[src/rtl/clk_gen_prog.sv]
// clk_gen_prog: glitch-free programmable clock with per-phase lengths applied at period boundaries
module clk_gen_prog #(
  parameter int CNT_W = 8
) (
  input  logic             clk,
  input  logic             rst,
  input  logic             en,
  input  logic [CNT_W-1:0] hi_cnt,
  input  logic [CNT_W-1:0] lo_cnt,
  input  logic             load,
  output logic             cfg_ack,
  output logic             clk_out,
  output logic             rise_pls,
  output logic             fall_pls,
  output logic             running
);
  typedef enum logic [1:0] {IDLE, HIGH, LOW} state_t;
  state_t           state;
  logic [CNT_W-1:0] act_hi, act_lo, pend_hi, pend_lo, cnt, hi_new;
  logic             pend_vld, last, apply;
  assign last    = cnt == '0;
  assign apply   = pend_vld && (state == IDLE || (state == LOW && last && en));
  assign hi_new  = apply ? pend_hi : act_hi;
  assign running = state != IDLE;
  always_ff @(posedge clk) begin
    if (rst) begin
      state    <= IDLE;
      clk_out  <= 1'b0;
      cnt      <= '0;
      act_hi   <= CNT_W'(1);
      act_lo   <= CNT_W'(1);
      pend_hi  <= CNT_W'(1);
      pend_lo  <= CNT_W'(1);
      pend_vld <= 1'b0;
      cfg_ack  <= 1'b0;
      rise_pls <= 1'b0;
      fall_pls <= 1'b0;
    end else begin
      cfg_ack  <= apply;
      rise_pls <= 1'b0;
      fall_pls <= 1'b0;
      // a load coinciding with an apply stays pending; the apply uses the older value
      if (load) begin
        pend_hi  <= hi_cnt == '0 ? CNT_W'(1) : hi_cnt;
        pend_lo  <= lo_cnt == '0 ? CNT_W'(1) : lo_cnt;
        pend_vld <= 1'b1;
      end else if (apply) pend_vld <= 1'b0;
      if (apply) begin
        act_hi <= pend_hi;
        act_lo <= pend_lo;
      end
      case (state)
        IDLE: begin
          clk_out <= en;
          rise_pls <= en;
          cnt <= en ? hi_new - 1'b1 : '0;
          state <= en ? HIGH : IDLE;
        end
        HIGH: begin
          cnt <= last ? act_lo - 1'b1 : cnt - 1'b1;
          clk_out <= !last;
          fall_pls <= last;
          state <= last ? LOW : HIGH;
        end
        LOW: begin
          cnt <= !last ? cnt - 1'b1 : (en ? hi_new - 1'b1 : '0);
          clk_out <= last && en;
          rise_pls <= last && en;
          state <= !last ? LOW : (en ? HIGH : IDLE);
        end
        default: state <= IDLE;
      endcase
    end
  end
endmodule

[config.mk]
export PLATFORM = sky130hd
export DESIGN_NAME = clk_gen_prog
export DESIGN_NICKNAME = d
export VERILOG_FILES = /design/src/rtl/clk_gen_prog.sv
export SDC_FILE = /design/constraint.sdc
export NUM_CORES = 1
export LEC_CHECK = 0
export BUFFER_PORTS_ARGS = -buffer_cell sky130_fd_sc_hd__buf_2
export CAP_MARGIN = 20
export CORE_MARGIN = 4
export CORE_UTILIZATION = 25
export DETAILED_ROUTE_END_ITERATION = 8
export PLACE_DENSITY = 0.49
export REMOVE_ABC_BUFFERS = 1
export SLEW_MARGIN = 20
export SYNTH_ARGS = -nofsm -noshare
export SYNTH_HDL_FRONTEND = slang
export SYNTH_SLANG_ARGS = --single-unit
[constraint.sdc]
create_clock -name clk -period 4.52 [get_ports clk]
set_clock_uncertainty 0.1 [all_clocks]
set_input_delay 0.904 -clock clk [delete_from_list [all_inputs] [get_ports clk]]
set_output_delay 0.904 -clock clk [all_outputs]
set_load 0.01 [all_outputs]
== After elaboration in Yosys (flattened, before gate mapping) ==
Index checks and enable logic that the tools add are counted.

* Memories: 0
* Input bits: 20
* Logic and storage cells: 46
* Register bits after elaboration: 47
* Bits in writable memories: 0
* Bits in read-only memories: 0
* Latch bits: 0
* Output and inout bits: 5

* Reductions and logical operators: 14
* Shift-type cells: 0
* $lt $le $gt $ge: 0
* Div/mod/pow operators: 0
* Equality and inequality tests: 2
* Mux-type cells: 15
* Add/sub/neg operators: 3
* Bitwise gates (word level): 1
* $mul: 0

{| class="wikitable"
|+ Operators by type and width
! operator !! count
|-
| $mux W8 || 6
|-
| $logic_not A8 Y1 || 3
|-
| $pmux W8 S3 || 1
|-
| $sub A8 B1 Y8 const B || 3
|-
| $pmux W2 S3 || 1
|-
| $logic_and A1 B1 Y1 || 4
|-
| $mux W2 || 2
|-
| $reduce_bool A2 Y1 || 2
|-
| $mux W1 || 3
|-
| $pmux W1 S3 || 1
|-
| $reduce_bool A3 Y1 || 1
|-
| $eq A2 B1 Y1 const B || 1
|-
| $eq A2 B2 Y1 const B || 1
|-
| $logic_not A2 Y1 || 1
|-
| $pmux W1 S2 || 1
|-
| $reduce_or A2 Y1 || 1
|-
| $logic_not A1 Y1 || 1
|-
| $logic_or A1 B1 Y1 || 1
|-
| $not A1 Y1 || 1
|}

== Logic depth before layout (Yosys ltp) ==
* Depth in word-level cells: 10
* Mapped depth: 15

== Least setup slack after synthesis ==
OpenSTA, ideal clock, no wires.

* Kind: input port to flip-flop
* Start: in en
* End: reg cnt[6]
* Path slack: 1.265 ns
* Path buffers: 3
* Arrival time: 3.041 ns
* Cell stages on the path: 13
* Cells stage by stage: clkbuf_1 -> nand2_1 -> o31a_1 -> nor2b_2 -> buf_6 -> buf_6 -> mux2i_1 -> ha_1 -> nand2_1 -> xor2_1 -> mux2i_1 -> a221oi_1 -> a2111oi_0

* Word-level cells in the longest chain between the ends: 8

{| class="wikitable"
|+ Ends and longest elaborated chain
! item !! RTL line !! RTL
|-
| start: declaration || 7 || <nowiki>input logic en,</nowiki>
|-
| $logic_and A1 B1 Y1 || 22 || <nowiki>assign apply = pend_vld && (state == IDLE || (state == LOW && last && en));</nowiki>
|-
| $logic_or A1 B1 Y1 || 22 ||
|-
| $logic_and A1 B1 Y1 || 22 ||
|-
| $mux W8 || -- ||
|-
| $sub A8 B1 Y8 || 56, 66 ||
|-
| $mux W8 (*) || 56, 66 ||
|-
| $mux W8 || 66 || <nowiki>cnt <= !last ? cnt - 1'b1 : (en ? hi_new - 1'b1 : '0);</nowiki>
|-
| $pmux W8 S3 (*) || 52 || <nowiki>case (state)</nowiki>
|-
| end signal: assignment || 56 || <nowiki>cnt <= en ? hi_new - 1'b1 : '0;</nowiki>
|-
| end signal: assignment || 60 || <nowiki>cnt <= last ? act_lo - 1'b1 : cnt - 1'b1;</nowiki>
|-
| end signal: assignment || 66 ||
|-
| end: declaration || 19 || <nowiki>logic [CNT_W-1:0] act_hi, act_lo, pend_hi, pend_lo, cnt, hi_new;</nowiki>
|}

Every way passes the cells marked *; elsewhere a longest branch is shown, timed or not.
A chain may end at the register's enable or synchronous reset.

== Worst setup path after layout ==
* Start: reg cnt[0]
* End: reg cnt[6]

* Word-level cells in the longest chain between the ends: 10
* Elaborated cells between the ends (all ways): 12
* Classes of those cells: 2 x add/sub; 5 x mux; 5 x reduce/logical

{| class="wikitable"
|+ Ends and longest elaborated chain
! item !! RTL line !! RTL
|-
| $logic_not A8 Y1 || 21 || <nowiki>assign last = cnt == '0;</nowiki>
|-
| $logic_and A1 B1 Y1 (2 in a row) || 22 ||
|-
| $logic_or A1 B1 Y1 || 22 ||
|-
| $logic_and A1 B1 Y1 || 22 ||
|-
| $mux W8 || -- ||
|-
| $sub A8 B1 Y8 || 56, 66 ||
|-
| $mux W8 || 56, 66 ||
|-
| $mux W8 || 66 ||
|-
| $pmux W8 S3 (*) || 52 ||
|}

Marked as above.

==> summary.md <==
| Metric | Value |
|---|---|
| Status | `complete, no violations` |
| Depth of the CTS H-tree | `2` |
| Synthesized cell area | `2600 µm²` |
| Wire length of the first global-routing pass | `~11000 µm` |
| Total power | `1.30 mW` |
| Most common cell in the synthesized netlist | `dfxtp_1` |
| Setup repair after global routing missed its margin | `false` |
| Die height | `110 µm` |
| Total DRC errors in the routed layout | `0` |
| Delay of the slowest cell on the worst path | `520 ps` |
| Count of state elements after synthesis | `47` |
| GRT Util Overall | `11.3%` |
| Count of flip-flops with a built-in enable after synthesis | `0` |
| Detailed Place HPWL | `4780 µm` |
| Post-synth top area share | `36.1%` |
| Most used DFF post-synth | `dfxtp_1` |
| End-of-flow core utilization | `between 20% and 30%` |
| Sequential share of the synthesized area | `~36%` |
| Via count normalized by instance count | `about 4.8` |
| Count of warnings emitted by yosys | `0` |
| Crit Path Category | `register to register` |
| Setup total negative slack | `0 ps` |
| Clock period minus worst slack | `around 3500 ps` |
| Area grow syn2layout | `12.1%` |
| Cells traversed along the worst timing path | `inv_1 -> ha_1 -> or3b_2 -> o31a_1 -> nor2b_2 -> buf_4 -> mux2i_1 -> ha_1 -> nand2_1 -> xor2_1 -> mux2i_1 -> a221oi_1 -> a2111oi_0` |
| Post-CTS Setup Bufs | `0` |
| Starting density of the core | `26.2%` |
| Number of resized instances in the post-cts repair step | `0` |
| Buffer depth of the longest clock path | `2` |
| Final count of pins violating max slew | `0` |
| Data arrival, critical path | `3630 ps` |
| TritonCTS clock tree | `done` |
| Row Count | `36` |
| Clk sinks | `47` |
| Initial DRT Pass Iterations | `4` |
| Root buffer cell | `clkbuf_8` |
| Layout Nets | `between 300 and 400` |
| Pin slew with the least headroom to its limit | `545 ps` |
| Via count of the routed design | `between 2000 and 2500` |
| Non-filler cells in the finished layout | `464` |
| Total power per unit cell area | `444 nW/µm²` |
| Req. time, crit path | `4610 ps` |
| Count of endpoints failing hold in the final timing report | `0` |
| Avg Synthesized Cell Area | `8.29 µm²` |
| Final period util | `78.4%` |
| Diode insertion count for antenna repair | `0` |
| IR drop worst, VDD | `between 0.15 and 0.2 mV` |
| Hold_buf cts | `0` |
| Hold/Removal Path Class | `register to register` |
| Die Area | `between 10000 and 15000 µm²` |
| Slowest CP cell | `or3b_2` |
| Routability cong. | `between 0.8 and 0.9` |
| Number of fill cells in the layout | `1060` |
| DRT antenna net count | `0` |
| Count of boundary I/O pins | `25` |
| Vias in the first global route | `2160` |
| Total wire length | `6590 µm` |
| Asr flop ratio synth | `0%` |
| Type of origin of the critical path | `register` |
| Number of failing setup endpoints in the final timing report | `0` |
| Library cells used by synthesis | `50` |
| Total overflow reported by the global router | `0` |
| Maximum number of pins on one net before global-route repair | `42` |
| Family with the most delay on the worst path | `simple AND/OR/NAND/NOR gates` |
| Starting DRT DRC Count | `about 110` |
| Fmax | `282 MHz` |
| Worst path bufs/invs | `2` |
| Width of the die | `110 µm` |
| Synth cell count leaders | `dfxtp_1, nor2_1, mux2i_1` |
| Kind of end point of the critical path | `register` |
| WL per Instance | `14.2 µm` |
| Dominant cells by area after synthesis | `dfxtp_1, mux2i_1, nor2_1` |
| Maximum fanout along the worst path | `18` |
| Placed cell count | `456` |
| Worst skew pair latency | `300 ps` |
| Area of the core region | `9950 µm²` |
| Number of port buffers | `24` |
| Clock-pin transition on the worst setup and hold timing paths | `approximately 90 ps` |
| Worst slew margin | `63.3%` |
| Top cell type by total area after synthesis | `dfxtp_1` |
| Fraction of final layout cells sized beyond drive strength 1 | `12.4%` |
| Number of standard cells after synthesis | `314` |
| Static leakage power | `1.20 nW` |
| Reported max-cap violation count | `0` |
| Initial antenna violation count | `0` |
| TritonCTS buffer count | `5` |
==> layout make-up <==
type                       count  area (µm²)  share of cell area (%)
sequential                    47         941                    32.2
timing repair buffer          28         150                    5.15
inverter                      14        52.6                    1.80
multi-input combinational    234        1520                    52.0
clock inverter                 2        17.5                   0.600
tap                          133         166                    5.70
clock buffer                   6        72.6                    2.49
==> worst paths after layout <==
| check | start | end | slack, ps | cells after the start |
|---|---|---|---|---|
| max | cnt[0]$_SDFFE_PP0P_ | cnt[6]$_SDFFE_PP0P_ | 980 | 13 |
| min | clk_out$_SDFFE_PP0P_ | clk_out$_SDFFE_PP0P_ | 400 | 2 |
| max reg2reg | cnt[0]$_SDFFE_PP0P_ | cnt[6]$_SDFFE_PP0P_ | 980 | 13 |
| min reg2reg | clk_out$_SDFFE_PP0P_ | clk_out$_SDFFE_PP0P_ | 400 | 2 |
==> worst min-delay path: cells and delay by family, from the launching register on <==
family / cells / cell delay, ps
AO/OA/AOI/OAI: 1 / 70
flip-flops: 1 / 330
AND/OR/NAND/NOR: 1 / 70
==> metrics by stage <==
stage	worst slack (ps)	hold WS (ps)	area, µm²
after floorplan	794	343	2510
after global placement	1100	378	2830
after detailed placement	967	379	2830
after CTS	984	403	2920
after global routing	697	433	2920
final	978	396	2920
==> state kept, by name, indices dropped and copies added (netlist names) <==
| register | count |
|---|---|
| rise_pls | 1 |
| pend_lo | 8 |
| pend_vld | 1 |
| cfg_ack | 1 |
| clk_out | 1 |
| state | 2 |
| act_lo | 8 |
| fall_pls | 1 |
| cnt | 8 |
| pend_hi | 8 |
| act_hi | 8 |
==> per-layer routing <==
layer	track usage (%)	routed length (µm)
met1	16.5	3310
met2	17.0	2830
met3	2.04	357
met4	3.29	87
met5	0	0
==> kinds of logic (layout without fill, tap and decap cells) <==
logic type      after synthesis  after routing  synth area share [%]
compound gates               60             60                  15.7
xor+xnor                     18             18                  6.05
fa+ha+maj                     9              9                  4.32
buf+inv                      33             50                  5.57
flops                        47             47                  36.1
mux                          30             30                  11.5
simple gates                117            117                  20.7
==> where the power goes <==
group          switching, mW  internal [mW]  leakage, nW
combinational          0.341          0.203        0.770
sequential            0.0378          0.454        0.384
clock                  0.149          0.111       0.0454
total                  0.528          0.769         1.20
==> layout by cell type (no fill, tap or decap), types with 2 or more instances in the layout <==
| cell type | netlist | layout |
|---|---|---|
| o2111ai_1 | 2 | 2 |
| a211o_1 | 2 | 2 |
| o31a_1 | 2 | 2 |
| nand2_1 | 27 | 27 |
| inv_1 | 13 | 13 |
| and2_1 | 2 | 2 |
| a31oi_1 | 3 | 3 |
| ha_1 | 9 | 9 |
| mux2i_1 | 30 | 30 |
| dfxtp_1 | 47 | 47 |
| nor3b_1 | 2 | 2 |
| a211oi_1 | 4 | 4 |
| nand4_1 | 2 | 2 |
| clkbuf_8 | 0 | 5 |
| buf_2 | 2 | 24 |
| buf_4 | 1 | 4 |
| clkinv_4 | 0 | 2 |
| nor3_1 | 13 | 13 |
| xnor2_1 | 6 | 6 |
| nand3b_1 | 2 | 2 |
| nor4_1 | 5 | 5 |
| or3_1 | 4 | 4 |
| o21ai_0 | 17 | 17 |
| o211ai_1 | 3 | 3 |
| xor2_1 | 12 | 12 |
| nor2_1 | 46 | 46 |
| a2111oi_0 | 2 | 2 |
| a21oi_1 | 12 | 12 |
| o311ai_0 | 2 | 2 |
| nand3_1 | 6 | 6 |
Note: power is estimated with default switching activity, not from simulation.
